File: config.mk
export PLATFORM = sky130hd
export DESIGN_NAME = sample_agc
export DESIGN_NICKNAME = d
export VERILOG_FILES = /design/src/rtl/sample_agc.sv
export SDC_FILE = /design/constraint.sdc
export NUM_CORES = 1
export LEC_CHECK = 0
export CORE_MARGIN = 5
export CORE_UTILIZATION = 55
export CTS_CLUSTER_DIAMETER = 30
export CTS_CLUSTER_SIZE = 12
export DETAILED_ROUTE_END_ITERATION = 8
export GPL_TIMING_DRIVEN = 0
export HOLD_SLACK_MARGIN = 0.12
export PLACE_DENSITY = 0.81
export SLEW_MARGIN = 0
export SYNTH_ARGS = -nofsm -noshare
export SYNTH_HDL_FRONTEND = slang
export SYNTH_SLANG_ARGS = --single-unit
File: constraint.sdc
create_clock -name clk -period 24.2 [get_ports clk]
set_clock_uncertainty 0.15 [all_clocks]
set_input_delay 2.42 -clock clk [delete_from_list [all_inputs] [get_ports clk]]
set_output_delay 2.42 -clock clk [all_outputs]
set_load 0.02 [all_outputs]
File: src/rtl/sample_agc.sv
// rtl/sample_agc.sv - streaming complex-sample AGC with windowed peak-driven shift
//
// Ports:
//   clk        in   1            rising-edge clock
//   rst_n      in   1            asynchronous active-low reset
//   in_data    in   WIDTH        packed {re, im} signed sample
//   in_nd      in   1            in_data valid
//   hold       in   1            suppress shift update at window end
//   out_data   out  WIDTH        packed {re>>>shift, im>>>shift}
//   out_nd     out  1            out_data valid (one cycle after in_nd)
//   out_shift  out  SHIFT_WIDTH  shift applied to incoming samples

module sample_agc #(
  parameter int WIDTH       = 32,
  parameter int WINDOW_LOG  = 8,
  parameter int SHIFT_WIDTH = 3,
  parameter int MAX_SHIFT   = 7,
  parameter int INIT_SHIFT  = 0
) (
  input  logic                   clk,
  input  logic                   rst_n,
  input  logic [WIDTH-1:0]       in_data,
  input  logic                   in_nd,
  input  logic                   hold,
  output logic [WIDTH-1:0]       out_data,
  output logic                   out_nd,
  output logic [SHIFT_WIDTH-1:0] out_shift
);

  localparam int N = WIDTH / 2;

  // Peak thresholds: grow the shift when the top two magnitude bits are in
  // use, shrink it when the top four are idle.
  localparam logic [N-1:0] HI_THR  = N'(2 ** (N - 2));
  localparam logic [N-1:0] LO_THR  = N'(2 ** (N - 4));
  localparam logic [N-1:0] SAT_MAG = {1'b0, {(N-1){1'b1}}};

  localparam logic [SHIFT_WIDTH-1:0] MAX_S  = SHIFT_WIDTH'(MAX_SHIFT);
  localparam logic [SHIFT_WIDTH-1:0] INIT_S = SHIFT_WIDTH'(INIT_SHIFT);

  logic [SHIFT_WIDTH-1:0] shift_q, shift_d;
  logic [WINDOW_LOG-1:0]  count_q, count_d;
  logic [N-1:0]           peak_q, peak_d;
  logic [WIDTH-1:0]       out_data_q, out_data_d;
  logic                   out_nd_q, out_nd_d;

  logic signed [N-1:0] re_raw, im_raw, s_re, s_im;
  logic [N-1:0]        mag_re, mag_im, mag, pk;
  logic                end_win;

  // |v| with the most negative value saturating to the largest positive one.
  function automatic logic [N-1:0] mag_of(input logic signed [N-1:0] v);
    if (!v[N-1]) begin
      return v;
    end else if (~|v[N-2:0]) begin
      return SAT_MAG;
    end else begin
      return -v;
    end
  endfunction

  always_comb begin
    re_raw = in_data[WIDTH-1:N];
    im_raw = in_data[N-1:0];
    s_re   = re_raw >>> shift_q;
    s_im   = im_raw >>> shift_q;
    mag_re = mag_of(s_re);
    mag_im = mag_of(s_im);
    mag    = (mag_re > mag_im) ? mag_re : mag_im;
    // Window peak including the current sample, so the last sample counts.
    pk     = (mag > peak_q) ? mag : peak_q;
    end_win = in_nd && (count_q == '1);
  end

  always_comb begin
    shift_d    = shift_q;
    count_d    = count_q;
    peak_d     = peak_q;
    out_data_d = out_data_q;
    out_nd_d   = in_nd;

    if (in_nd) begin
      out_data_d = {s_re, s_im};
      count_d    = count_q + 1'b1;   // wraps to 0 at window end
      peak_d     = pk;
      if (end_win) begin
        peak_d = '0;
        if (!hold) begin
          if (pk >= HI_THR && shift_q < MAX_S) begin
            shift_d = shift_q + 1'b1;
          end else if (pk < LO_THR && shift_q != '0) begin
            shift_d = shift_q - 1'b1;
          end
        end
      end
    end
  end

  always_ff @(posedge clk or negedge rst_n) begin
    if (!rst_n) begin
      shift_q    <= INIT_S;
      count_q    <= '0;
      peak_q     <= '0;
      out_data_q <= '0;
      out_nd_q   <= 1'b0;
    end else begin
      shift_q    <= shift_d;
      count_q    <= count_d;
      peak_q     <= peak_d;
      out_data_q <= out_data_d;
      out_nd_q   <= out_nd_d;
    end
  end

  assign out_data  = out_data_q;
  assign out_nd    = out_nd_q;
  assign out_shift = shift_q;

endmodule
* Yosys cells after proc, flatten, opt, wreduce, memory -nomap -nowiden
Index checks and enable logic that the tools add are counted.
** Word-level totals
- Bits of input ports :: 36
- Register bits :: 60
** Cells by class
- Reductions and logical operators :: 8
- Shift operators :: 2
- Magnitude comparators :: 5
- Equal/unequal tests :: 1
- Bitwise operators :: 1
- Add/subtract/negate cells :: 5
- Multiplexer cells :: 9
** Operator list (number)
- 16-bit 2-to-1 mux :: 7
- 16-bit greater-than comparator :: 2
- 16-bit negation :: 2
- 16-bit by 3-bit >>> shifter with 16-bit output :: 2
- 15-bit OR reduction :: 2
- 16-bit by 15-bit >= comparator with 1-bit output (second input constant) :: 1
- 16-bit by 13-bit < comparator with 1-bit output (second input constant) :: 1
- 8-bit by 1-bit adder with 8-bit output (second input constant) :: 1
- 8-bit == test (second input constant) :: 1
- 3-bit 2-to-1 mux :: 2
- 4-bit AND reduction :: 1
- 3-bit by 1-bit adder with 3-bit output (second input constant) :: 1
- 1-bit logical AND :: 3
- 3-bit < comparator (second input constant) :: 1
- 3-bit nonzero test :: 1
- 3-bit by 1-bit subtractor with 3-bit output (second input constant) :: 1
- 2-bit nonzero test :: 1
- 1-bit NOT :: 1

* Depth between registers and ports, before layout
- Depth after elaboration :: 12
- Mapped depth :: 39
- Gate-level depth less buffers :: 33

* Worst setup path after synthesis
OpenSTA, ideal clock, no wires.
- Path type :: input-to-reg
- Start :: in in_data[8]
- End :: reg shift_q[2], in the netlist out_shift[2]
- Slack :: 15012 ps
- Stages on the path :: 33
- Data required time :: 23979 ps
- Data arrival time :: 8967 ps
- Library setup time :: 71 ps
- Cell sequence :: mux2_2 > nor2_1 > a211oi_1 > a31oi_1 > ha_1 > inv_1 > nor3_1 > nand4_1 > nor3_1 > clkbuf_1 > nor2_1 > a21oi_1 > inv_1 > ha_1 > nor2b_1 > o211ai_1 > a21oi_1 > o31ai_1 > a22o_1 > buf_2 > buf_1 > mux2_2 > ha_1 > nand4_1 > or2_2 > or3_1 > o21a_1 > mux2_2 > nand2_1 > fa_1 > nor4_1 > mux2i_1 > nand4_1
** Between the ends
- Cells in the longest elaborated chain, start to end :: 12
** Ends and longest elaborated chain
- start: declaration :: RTL line 22 : input logic [WIDTH-1:0] in_data,
- 16-bit by 3-bit >>> shifter with 16-bit output (*) :: RTL line 66 : s_im = im_raw >>> shift_q;
- 16-bit negation / 15-bit OR reduction (equally long branches) :: RTL line 58, 55
- 16-bit 2-to-1 mux :: RTL line 55 : end else if (~|v[N-2:0]) begin
- 16-bit 2-to-1 mux (*) :: RTL line 53 : if (!v[N-1]) begin
- 16-bit greater-than comparator :: RTL line 69 : mag = (mag_re > mag_im) ? mag_re : mag_im;
- 16-bit 2-to-1 mux (*) :: RTL line 69
- 16-bit greater-than comparator :: RTL line 71 : pk = (mag > peak_q) ? mag : peak_q;
- 16-bit 2-to-1 mux (*) :: RTL line 71
- 16-bit by 15-bit >= comparator with 1-bit output / 16-bit by 13-bit < comparator with 1-bit output (equally long branches) :: RTL line 89, 91
- 1-bit logical AND, on equally long branches :: RTL line 89, 91
- 2-bit nonzero test (no source line)
- 4-bit AND reduction (no source line)
- end signal: assignment :: RTL line 107 : shift_q <= shift_d;
- end: declaration :: RTL line 41 : logic [SHIFT_WIDTH-1:0] shift_q, shift_d;
Every way passes the cells marked *; elsewhere a longest branch is shown, timed or not.
A chain may end at the register's enable or synchronous reset.

* Final worst setup path
- Start :: in in_data[6]
- End :: reg shift_q[2], in the netlist out_shift[2]
The elaborated chain is that of the path after synthesis.

==> impl_metrics.toml <==
[layout]
multiInputGateArea_um2 = 4090
finalNetCount = 839
num_antenna_cells = 0
finalNonFillerCells = 912
layout_commonest_cell = "clkdlybuf4s50_1"
final_cell_mix = "70 x clkdlybuf4s50_1, 60 x dfrtp_1, 59 x nand2_1"
seq_area_um2 = 1500
drive_gt1_frac = 0.119
nFillCells = 932
finalInstanceArea_um2 = 7050
area_growth_pct = 18.5

[logic_synthesis]
yosysTopAreaCell = "dfrtp_1"
yosysSeqAreaShare = 0.252
synth.net_count = 756
synth.avg_cell_area_um2 = 8.71
synthesis.area_um2 = 5950
async_flop_share = 1.00
yosysWarnings = 0
synth.area.top_cells = "dfrtp_1 25%, mux2i_1 9.2%, mux2_2 7.4%, ha_1 7.4%, a21oi_1 3.9%"
syn_inst = 684
synthFlopType = "dfrtp_1"
yosys.cell_types.count = 75
synth_edf_count = 0
ys_seq_elements = 60
synth_top_area_frac = 0.252

[clock_tree]
ctsHtreeMaxLevel = 3
cts_buffer_depth = 2
clk_pin_slew_ns = 0.08
tritoncts = "built"
cts-resized-gates = 0
cts_sinks = 60
root_buffer = "clkbuf_8"
numCtsBuffers = 9
post-cts-setup-buffers = 0
clkLatencyLatePin_ns = 0.36
cts_hold_buffers = 0

[critical_path]
slowest_stage = "o21ai_0"
end_kind = "flip-flop"
max_stage_delay_ns = 0.63
worstPathRequired_ns = 24.35
cp-start-kind = "primary input"
crit_type = "in2reg"
worst-path-max-fanout = 10
crit_arrival_ns = 11.18

[sta]
timing.final.crit_share = 0.456
fmaxAchievable_mhz = 90.6
period_needed_ns = 11.03
max_slew.worst_pin.slew_ns = 1.11
setup_violations = 0
slew_headroom = 0.263
final.setup.tns_ns = 0
hold_violations = 0
layout_setup_ws_ns = 13.17
rsz0062_at_grt = "false"
final-max-slew-violation-count = 0

[routing]
wl_per_cell_um = 21.1
drc = 0
first_iter_violations = 450
vias = 5739
ant_nets = 0
vias_per_cell = 6.29
finalWirelength_mm = 19.3
dr.pass1.iters = 5

[placed_design]
place_congestion = 1.00
placed_area_um2 = 6860
hpwl_mm = 15.2
numPortBuffers = 71
placedCellCount = 896
dp_slack_ns = 12.95

[global_route]
grt_pass1_wl_mm = 30.6
grt_use_total = 0.302
antenna_found_initial = 0
first_global_vias = 5727
grt_max_degree = 43
grt-ovfl-total = 0

[die]
fp.dieH_um = 114
fp.dieW_um = 114
initial_core_util = 0.554
io_pins = 72
die_area_um2 = 13000
fp-row-count = 38
core_um2 = 10700

[flow_run]
drv_cap = 0

[status]
outcome = "finished, final reports clean"

[worst_hold_path]
min_path_type = "reg2reg"

[power_and_ir_drop]
p_leak_nw = 2.98
peakVddDrop_v = 0.0000658
pwr_density_cell_nw_per_um2 = 58.9
-- worst max-delay path, delay by kind of cell --
family,cells,cell delay [ns]
muxes,5,1.35
buffers and inverters,6,1.82
adders and majority gates,4,1.33
AOI/OAI and AO/OA,7,1.84
and+or+nand+nor,10,2.39
-- logic make-up after synthesis --
logic type | Yosys count | share of synthesized area
mux | 104 | 0.205
flops | 60 | 0.252
buf+inv | 80 | 0.0614
simple gates | 214 | 0.177
xor+xnor | 18 | 0.0265
compound gates | 172 | 0.201
fa+ha+maj | 36 | 0.0769
-- registers in the layout, indices dropped and copies added, names as in the netlist --
register and flops:
out_data 32, out_nd 1, out_shift 3, peak_q 16, count_q 8
-- per-layer routing --
layer | track usage | up-vias | part of all wire
met1 | 0.392 | 2771 | 0.43
li1 | - | 2696 | -
met3 | 0.0465 | 44 | 0.066
met4 | 0.127 | 0 | 0.032
met2 | 0.500 | 228 | 0.48
met5 | 0 | - | 0
-- where the power goes --
group          switching, mW  internal [mW]  leakage (nW)
sequential            0.0159          0.124         0.717
clock                 0.0461         0.0482         0.104
combinational         0.0980         0.0835          2.16
total                  0.160          0.255          2.98
-- cell type report --
type / instances / area share
plain buffers: 40 / 0.0305
clock buffers: 9 / 0.0176
clock inverters: 7 / 0.0106
inverters: 40 / 0.0213
multi-input cells: 544 / 0.579
flip-flops and latches: 60 / 0.213
well taps: 140 / 0.0248
repair buffers: 72 / 0.103
-- per-stage QoR --
| step | util | power (mW) | hold WS [ns] |
|---|---|---|---|
| floorplan | - | 0.261 | 0.288 |
| global placement | 0.637 | 0.309 | 0.304 |
| detailed placement | 0.638 | 0.320 | 0.309 |
| CTS | 0.656 | 0.415 | 0.324 |
| global route | 0.656 | 0.443 | 0.342 |
| finish | 0.656 | 0.415 | 0.325 |
-- cells in the mapped netlist (5+ instances only) --
master	count
dfrtp_1	60
or2_2	5
xnor2_1	14
a211oi_1	5
o21a_1	7
nor3_1	14
nand2_1	59
mux2i_1	55
nand3_1	11
nor2b_1	6
mux2_2	39
nand4_1	20
inv_1	39
a21o_1	7
o22ai_1	7
a21oi_1	46
a22o_1	18
ha_1	35
nand2b_1	10
o21ai_0	28
nor2_1	54
nor3b_1	6
and2_1	7
and3_1	8
clkbuf_1	22
buf_2	7
-- final timing paths --
check                             startpoint      endpoint  slack (ns)  cells past startpoint
worst min register to register    count_q[5]    count_q[5]        0.33                      1
worst min-delay path              count_q[5]    count_q[5]        0.33                      1
worst max-delay path              in_data[6]  out_shift[2]       13.17                     32
max in group asynchronous              rst_n     peak_q[8]       21.42                      2
min in group asynchronous              rst_n  out_shift[0]        1.88                      1
worst max register to register  out_shift[2]  out_shift[2]       14.06                     35
Note: power is estimated with default switching activity, not from simulation.
